--- config.mk ---
export PLATFORM = sky130hd
export DESIGN_NAME = databus_axi_read_bridge
export DESIGN_NICKNAME = d
export VERILOG_FILES = /design/src/rtl/databus_axi_read_bridge_pkg.sv /design/src/rtl/databus_burst_splitter.sv /design/src/rtl/databus_axi_read_bridge.sv
export SDC_FILE = /design/constraint.sdc
export NUM_CORES = 1
export LEC_CHECK = 0
export ABC_AREA = 1
export BUFFER_PORTS_ARGS = -buffer_cell sky130_fd_sc_hd__buf_2
export CORE_MARGIN = 2
export CORE_UTILIZATION = 57
export CTS_BUF_LIST = sky130_fd_sc_hd__clkbuf_8
export CTS_CLUSTER_DIAMETER = 60
export DETAILED_ROUTE_END_ITERATION = 6
export PLACE_DENSITY = 0.93
export SLEW_MARGIN = 30
export SYNTH_ARGS = -nofsm -noshare
export SYNTH_HDL_FRONTEND = slang
export SYNTH_SLANG_ARGS = --single-unit
--- constraint.sdc ---
create_clock -name clk -period 4.69 [get_ports clk]
set_input_delay 0.469 -clock clk [delete_from_list [all_inputs] [get_ports clk]]
set_output_delay 0.469 -clock clk [all_outputs]
set_load 0.05 [all_outputs]
--- src/rtl/databus_axi_read_bridge_pkg.sv ---
// Shared types and AXI constants for the databus AXI read bridge.
// Optional feature macro: DATABUS_AXI_READ_BRIDGE_SPLIT_4K_EN (see databus_burst_splitter).
package databus_axi_read_bridge_pkg;

  typedef enum logic [1:0] {
    IDLE = 2'd0,
    ADDR = 2'd1,
    DATA = 2'd2,
    HOLD = 2'd3
  } state_e;

  localparam logic [1:0] AXI_BURST_INCR = 2'b01;
  localparam logic [1:0] AXI_RESP_OKAY  = 2'b00;
  localparam int         BOUNDARY_4K    = 4096;
  // Remaining-beat counters hold len+1, i.e. up to 256.
  localparam int         REM_W          = 9;

endpackage

--- src/rtl/databus_burst_splitter.sv ---
// Computes the next AR burst (address, beats, arlen) and the address following it.
// With DATABUS_AXI_READ_BRIDGE_SPLIT_4K_EN defined, bursts are clipped at 4KB boundaries.
module databus_burst_splitter
  import databus_axi_read_bridge_pkg::*;
#(
  parameter int DATA_W     = 32,
  parameter int AXI_ADDR_W = 64
) (
  input  logic                  clk,
  input  logic                  rst,
  input  logic                  i_load,
  input  logic [AXI_ADDR_W-1:0] i_addr,
  input  logic [REM_W-1:0]      i_remaining,
  output logic [AXI_ADDR_W-1:0] o_addr,
  output logic [7:0]            o_arlen,
  output logic [REM_W-1:0]      o_beats,
  output logic [AXI_ADDR_W-1:0] o_next_addr
);

  localparam int BYTES = DATA_W / 8;
  localparam int OFF_W = $clog2(BYTES);

  logic [REM_W-1:0]      w_beats;
  logic [AXI_ADDR_W-1:0] w_next_addr;

`ifdef DATABUS_AXI_READ_BRIDGE_SPLIT_4K_EN
  logic [12:0] w_room;

  // Beats left before the 4KB page ends; always >= 1 for an aligned address.
  always_comb begin
    w_room  = (13'(BOUNDARY_4K) - {1'b0, i_addr[11:0]}) >> OFF_W;
    w_beats = i_remaining;
    if ({4'd0, i_remaining} > w_room) w_beats = w_room[REM_W-1:0];
  end
`else
  always_comb begin
    w_beats = i_remaining;
  end
`endif

  assign w_next_addr = i_addr + (AXI_ADDR_W'(w_beats) << OFF_W);

  always_ff @(posedge clk) begin
    if (rst) begin
      o_addr      <= '0;
      o_arlen     <= '0;
      o_beats     <= '0;
      o_next_addr <= '0;
    end else if (i_load) begin
      o_addr      <= i_addr;
      o_arlen     <= 8'(w_beats - REM_W'(1));
      o_beats     <= w_beats;
      o_next_addr <= w_next_addr;
    end
  end

endmodule

--- src/rtl/databus_axi_read_bridge.sv ---
// Serves one Versat unit databus read port from an AXI4 read master, one AR outstanding.
// DATABUS_AXI_READ_BRIDGE_SPLIT_4K_EN enables 4KB-safe burst splitting in the splitter.
module databus_axi_read_bridge
  import databus_axi_read_bridge_pkg::*;
#(
  parameter int DATA_W     = 32,
  parameter int AXI_ADDR_W = 64
) (
  input  logic                  clk,
  input  logic                  rst,
  input  logic                  databus_valid_0,
  input  logic [AXI_ADDR_W-1:0] databus_addr_0,
  input  logic [7:0]            databus_len_0,
  output logic                  databus_ready_0,
  output logic [DATA_W-1:0]     databus_rdata_0,
  output logic                  databus_last_0,
  output logic [AXI_ADDR_W-1:0] m_axi_araddr,
  output logic [7:0]            m_axi_arlen,
  output logic [2:0]            m_axi_arsize,
  output logic [1:0]            m_axi_arburst,
  output logic                  m_axi_arvalid,
  input  logic                  m_axi_arready,
  input  logic [DATA_W-1:0]     m_axi_rdata,
  input  logic [1:0]            m_axi_rresp,
  input  logic                  m_axi_rlast,
  input  logic                  m_axi_rvalid,
  output logic                  m_axi_rready,
  output logic                  error
);

  localparam int BYTES = DATA_W / 8;
  localparam int OFF_W = $clog2(BYTES);

  state_e                r_state, w_next_state;
  logic [REM_W-1:0]      r_remaining, r_burst_cnt;
  logic                  r_error;

  logic                  w_start, w_ar_hs, w_beat, w_burst_end, w_more;
  logic [REM_W-1:0]      w_rem_dec;
  logic                  w_split_load;
  logic [AXI_ADDR_W-1:0] w_split_in_addr, w_split_addr, w_split_next;
  logic [REM_W-1:0]      w_split_in_rem, w_split_beats;
  logic [7:0]            w_split_arlen;

  assign w_start     = (r_state == IDLE) && databus_valid_0;
  assign w_ar_hs     = m_axi_arvalid && m_axi_arready;
  assign w_beat      = m_axi_rvalid && m_axi_rready;
  assign w_burst_end = w_beat && (r_burst_cnt == REM_W'(1));
  assign w_rem_dec   = r_remaining - REM_W'(1);
  assign w_more      = (w_rem_dec != '0);

  // Splitter is reloaded at transfer start and at each burst end that has beats left.
  assign w_split_load    = w_start || (w_burst_end && w_more);
  assign w_split_in_addr = w_start ? {databus_addr_0[AXI_ADDR_W-1:OFF_W], {OFF_W{1'b0}}}
                                   : w_split_next;
  assign w_split_in_rem  = w_start ? (REM_W'(databus_len_0) + REM_W'(1)) : w_rem_dec;

  databus_burst_splitter #(
    .DATA_W    (DATA_W),
    .AXI_ADDR_W(AXI_ADDR_W)
  ) u_splitter (
    .clk        (clk),
    .rst        (rst),
    .i_load     (w_split_load),
    .i_addr     (w_split_in_addr),
    .i_remaining(w_split_in_rem),
    .o_addr     (w_split_addr),
    .o_arlen    (w_split_arlen),
    .o_beats    (w_split_beats),
    .o_next_addr(w_split_next)
  );

  assign m_axi_araddr    = w_split_addr;
  assign m_axi_arlen     = w_split_arlen;
  assign m_axi_arsize    = 3'(OFF_W);
  assign m_axi_arburst   = AXI_BURST_INCR;
  assign databus_rdata_0 = m_axi_rdata;
  assign error           = r_error;

  always_ff @(posedge clk) begin
    if (rst) r_state <= IDLE;
    else     r_state <= w_next_state;
  end

  always_comb begin
    w_next_state = r_state;
    unique case (r_state)
      IDLE: if (w_start) w_next_state = ADDR;
      ADDR: if (w_ar_hs) w_next_state = DATA;
      DATA: if (w_burst_end) w_next_state = w_more ? ADDR : HOLD;
      // Stay here until the unit drops valid so the same request is not re-issued.
      HOLD: if (!databus_valid_0) w_next_state = IDLE;
      default: w_next_state = IDLE;
    endcase
  end

  always_comb begin
    m_axi_arvalid   = 1'b0;
    m_axi_rready    = 1'b0;
    databus_ready_0 = 1'b0;
    databus_last_0  = 1'b0;
    unique case (r_state)
      ADDR: m_axi_arvalid = 1'b1;
      DATA: begin
        m_axi_rready    = databus_valid_0;
        databus_ready_0 = m_axi_rvalid;
        databus_last_0  = m_axi_rvalid && (r_remaining == REM_W'(1));
      end
      default: ;
    endcase
  end

  // Beat accounting is by count; rlast only feeds the error flag.
  always_ff @(posedge clk) begin
    if (rst) begin
      r_remaining <= '0;
      r_burst_cnt <= '0;
      r_error     <= 1'b0;
    end else begin
      if (w_start) begin
        r_remaining <= w_split_in_rem;
        r_error     <= 1'b0;
      end
      if (w_ar_hs) r_burst_cnt <= w_split_beats;
      if (w_beat) begin
        r_remaining <= w_rem_dec;
        r_burst_cnt <= r_burst_cnt - REM_W'(1);
        if ((m_axi_rresp != AXI_RESP_OKAY) || (m_axi_rlast != (r_burst_cnt == REM_W'(1))))
          r_error <= 1'b1;
      end
    end
  end

endmodule

* Word-level counts from Yosys, hierarchy flattened *
Index checks and enable logic that the tools add are counted.

word-level totals
  input port bits = 112
  bits in registers = 166
  output and inout port bits = 114

cells by class
  multiplexer cells = 19
  reduce and logical (&&, ||, !) cells = 14
  add/subtract/negate cells = 5
  eq/ne operators = 10

operators with widths
  operator                                                                count
  64-bit by 11-bit adder with 64-bit output                               1
  64-bit two-way mux                                                      1
  9-bit two-way mux                                                       5
  9-bit by 1-bit equality test with 1-bit output (second input constant)  2
  9-bit by 1-bit subtractor with 9-bit output (second input constant)     2
  2-bit two-way mux                                                       5
  8-bit by 1-bit adder with 9-bit output (second input constant)          1
  9-bit nonzero test                                                      1
  2-bit inequality test (second input constant)                           4
  2-bit one-hot mux with 4 select lines                                   1
  8-bit by 1-bit subtractor with 8-bit output (second input constant)     1
  1-bit two-way mux                                                       7
  1-bit logical AND                                                       6
  2-bit nonzero test                                                      3
  2-bit equality test (second input constant)                             2
  4-bit AND reduction                                                     1
  2-bit by 1-bit equality test with 1-bit output (second input constant)  1
  2-bit logical NOT                                                       1
  1-bit logical OR                                                        2
  1-bit inequality test                                                   1

* Depth between registers and ports, before layout *
  depth in word-level cells = 6
  depth in mapped cells = 27
  gate-level depth less buffers = 25

* Hierarchy *
A second synthesis with hierarchy kept.

unflattened totals
  cell total of the unflattened synthesis = 1,744
  area, all modules = 10,353.7 um2

by module, submodules not included
  module                   instances  sequential area each (um2)  cells each  area each (um2)
  databus_burst_splitter   1          2,862.7                     1,240       7,718.7
  databus_axi_read_bridge  1          420.4                       504         2,635.0

* Worst setup path after synthesis *
Ideal clock, no wire load.

  path kind = reg-to-reg
  start point = reg r_state[1]
  end point = reg u_splitter.o_next_addr[52]
  cell stages (with the launch flop) = 25
  slack = 1.345 ns
  period minus slack after synthesis = 3.345 ns
  arrival time = 3.230 ns
  cells stage by stage = dfxtp_1 nor2_2 nand2_4 buf_6 buf_6 buf_2 buf_1 nand2_1 nand2_1 ha_1 inv_1 fa_1 o21ai_0 nand2_1 nand2_1 nand2_1 nand2_1 nand3_1 nand2_2 buf_6 nand3_1 nor2_2 nand4_1 nand2_1 nor2_1

RTL lines
  item                                       RTL line                       source
  start, declared                            databus_axi_read_bridge.sv:34  state_e r_state, w_next_state;
  start signal, assigned                     databus_axi_read_bridge.sv:82  else r_state <= w_next_state;
  2-bit logical NOT                          databus_axi_read_bridge.sv:45  assign w_start = (r_state == IDLE) && databus_valid_0;
  1-bit logical AND                          databus_axi_read_bridge.sv:45
  64-bit two-way mux                         databus_axi_read_bridge.sv:54  assign w_split_in_addr = w_start ? {databus_addr_0[AXI_ADDR_W-1:OFF_W], {OFF_W{1'b0}}}
  net u_splitter.i_addr[2]                   databus_burst_splitter.sv:12   input logic [AXI_ADDR_W-1:0] i_addr,
  64-bit by 11-bit adder with 64-bit output  databus_burst_splitter.sv:41   assign w_next_addr = i_addr + (AXI_ADDR_W'(w_beats) << OFF_W);
  end signal, assigned                       databus_burst_splitter.sv:53   o_next_addr <= w_next_addr;
  end, declared                              databus_burst_splitter.sv:17   output logic [AXI_ADDR_W-1:0] o_next_addr

The timed path passes the listed nets, and every way through them passes these cells.
A chain may end at the register's enable or synchronous reset.

* Worst setup path in the final report *
  start point = reg r_remaining[0]
  end point = reg u_splitter.o_next_addr[50]

RTL lines
  item                                         RTL line                        source
  start, declared                              databus_axi_read_bridge.sv:35   logic [REM_W-1:0] r_remaining, r_burst_cnt;
  start signal, assigned                       databus_axi_read_bridge.sv:121  r_remaining <= w_split_in_rem;
  start signal, assigned                       databus_axi_read_bridge.sv:126  r_remaining <= w_rem_dec;
  9-bit by 1-bit subtractor with 9-bit output  databus_axi_read_bridge.sv:49   assign w_rem_dec = r_remaining - REM_W'(1);
  9-bit two-way mux                            databus_axi_read_bridge.sv:56   assign w_split_in_rem = w_start ? (REM_W'(databus_len_0) + REM_W'(1)) : w_rem_dec;
  net u_splitter.i_remaining[1]                databus_burst_splitter.sv:13    input logic [REM_W-1:0] i_remaining,
  64-bit by 11-bit adder with 64-bit output    databus_burst_splitter.sv:41

The timed path passes the listed nets, and every way through them passes these cells.

==> impl_metrics.toml <==
[power_and_ir_drop]
pwr-share-seq = 0.295
finalPower_mw = 6.42
power.leakage_nw = 5.45
ir_drop_uv = 341
p_sw_mw = 3.35
cell_internal_pwr_mw = 3.06
p_sw_frac = 0.523
clockPowerShare = 0.152
power_density_nw_per_um2 = 561
comb_power_share = 0.553

[synth]
ys_types = 60
synth-warning-count = 0
synthCells = 1636
synth_top_area_share = 0.306
syn_area_per_cell_um2 = 6.48
ys_seq_area_frac = 0.306
syn_area_um2 = 10600
synthFlopType = "dfxtp_1"
yosys-top-cells-count = "nand2_1 (387), nor2_1 (182), inv_1 (177)"
synth_edf_count = 0
async_reset_ff_frac = 0
ys_ff_latch = 162
synth_top_area_cell = "dfxtp_1"
yosysMostFrequentCell = "nand2_1"
synth_area_leaders = "dfxtp_1 (31%), nand2_1 (14%), nor2_1 (6.4%), inv_1 (6.3%), o21ai_0 (6.0%)"

[run_status]
status = "completed"

[routing]
routed_wl_um = 30000
vias_per_cell = 5.52
vias = 10800
drt_iter0_markers = 840
antenna_left = 0
drt_pass1_iterations = 7
wire_per_inst_um = 15.3
drc = 0

[grt]
grt_max_degree = 104
grt_pass1_vias = 9836
gr-total-overflow = 0
grt_pass1_wl_um = 48000
antenna_found_initial = 0
grtUsageTotal = 0.300

[floorplan]
die_h_um = 140
initial_core_util = 0.586
num_rows = 49
ioPinCount = 226
coreArea_um2 = 18100
die_w_um = 140
die-area_um2 = 19700

[setup_path]
critPathCaptureType = "register"
required_ns = 5.07
crit_fanout = 13
start_kind = "register"
worstSetupPathType = "register to register"
arrival_ns = 4.36

[clock_tree]
clock-sinks = 162
cts_buffer_depth = 2
clkTransAtPathRegs_ns = 0.09
cts_hold_buf = 0
h-tree-depth = 4
cts_resized = 0
tritoncts = "yes"
ctsRootBufferMaster = "clkbuf_8"
clkLatencyLatePin_ns = 0.48
cts-buffers-inserted = 17
post-cts-setup-buffer-count = 0

[sta]
fin_crit_ns = 3.99
finalSetupViolCount = 0
drv_slew = 0
timing.hold.ws_ns = 0.286
relSlewSlack = 0.378
layout_setup_ws_ns = 0.704
rsz0062_at_grt = "false"
clock.fmax_mhz = 251
hold_viol_final = 0
finalCritPeriodShare = 0.850
skew_ns = 0.0204
worstMarginPinSlew_ns = 0.933
setup_tns_ns = 0

[place]
gp_congestion = 0.986
io_buffers = 152
pre_cts_slack_ns = 0.704
post_dp_cell_area_um2 = 11100
placed_cells = 1926
dp_hpwl_um = 22000

[final_layout]
final_area_um2 = 11400
areaGrowthSynthToFinish_pct = 7.89
layout-drive-gt1-share = 0.208
antenna_cells = 0
fin_cells = 1958
final_nets = 1842
utilization = 0.632

[hold_path]
holdCritPathClass = "input pin to register"

[job]
max_cap_violations = 0
==> flip-flops by register name (all words and copies together) (netlist names) <==
| name | flops |
|---|---|
| error | 1 |
| r_burst_cnt | 9 |
| r_remaining | 9 |
| r_state | 2 |
| u_splitter.o_addr | 62 |
| u_splitter.o_arlen | 8 |
| u_splitter.o_beats | 9 |
| u_splitter.o_next_addr | 62 |
==> worst max-delay path, stage by stage (launching register included) <==
cell and delay, ns:
dfxtp_1 0.42, inv_1 0.10, ha_1 0.29, o21ai_0 0.48, inv_1 0.20, fa_1 0.50, o21ai_0 0.27, nand2_1 0.11
nand2_1 0.09, nand2_1 0.05, nand2_1 0.14, nand3_1 0.12, nand2_2 0.28, nand2_1 0.17, nor2_1 0.32, nand2_1 0.09
nand2_1 0.07, nand3_1 0.08, nand2_1 0.10, inv_1 0.04
==> cell usage in the layout, fill, tap and decap left out, types with 8 or more instances in the layout <==
cell type and n:
ha_1 13, nand3_1 98, inv_2 24, o21ai_1 22, clkbuf_8 17, nor2_1 182, nor2_4 14, o21ai_2 17
a21oi_1 84, buf_2 152, or2_2 25, nand2_1 386, nand2_4 8, xor2_1 13, buf_4 8, nor3_1 13
dfxtp_1 162, nor2_2 25, a31oi_1 15, inv_1 177, nand4_1 25, nand2_2 25, o21ai_0 128
==> cell families (layout without fill, tap and decap cells) <==
logic type      Yosys count  in the layout  synth area share
compound gates          296            296             0.157
xor+xnor                 18             18            0.0149
flops                   162            162             0.306
other cells               2              7          0.000709
fa+ha+maj                14             14            0.0172
buf+inv                 310            398             0.137
simple gates            834            834             0.367
==> layer usage <==
| layer | part of all wire | vias up | global-route usage | wire [um] |
|---|---|---|---|---|
| met2 | 0.48 | 468 | 0.510 | 14300 |
| met1 | 0.42 | 4918 | 0.391 | 12600 |
| met4 | 0.029 | 0 | 0.103 | 865 |
| met5 | 0 | - | 0 | 0 |
| met3 | 0.073 | 73 | 0.0455 | 2200 |
| li1 | - | 5355 | - | - |
==> final cells by class <==
| cell class | instances | area [um^2] |
|---|---|---|
| Clock inverter | 15 | 126 |
| Multi-Input combinational cell | 1169 | 5920 |
| Timing Repair Buffer | 161 | 841 |
| Fill cell | 1665 | 6660 |
| Clock buffer | 17 | 234 |
| Sequential cell | 162 | 3240 |
| Inverter | 205 | 776 |
| Tap cell | 229 | 287 |
==> worst paths after layout <==
path,startpoint,cells after the start,end,slack [ns]
worst max register to register,r_remaining[0],19,u_splitter.o_next_addr[50],0.70
worst min register to register,u_splitter.o_beats[6],2,u_splitter.o_beats[6],0.45
worst max-delay path,r_remaining[0],19,u_splitter.o_next_addr[50],0.70
worst min-delay path,m_axi_rresp[1],3,error,0.29
==> power groups by stage <==
| stage | Combinational [mW] | Clock (mW) | Sequential [mW] |
|---|---|---|---|
| after CTS | 3.51 | 0.987 | 1.89 |
| after detailed placement | 3.49 | 0 | 1.91 |
| final | 3.55 | 0.976 | 1.89 |
| after floorplan | 2.31 | 0 | 2.41 |
| after global placement | 3.42 | 0 | 1.90 |
| after global routing | 3.89 | 1.04 | 1.92 |
(Power assumes the default switching activity.)
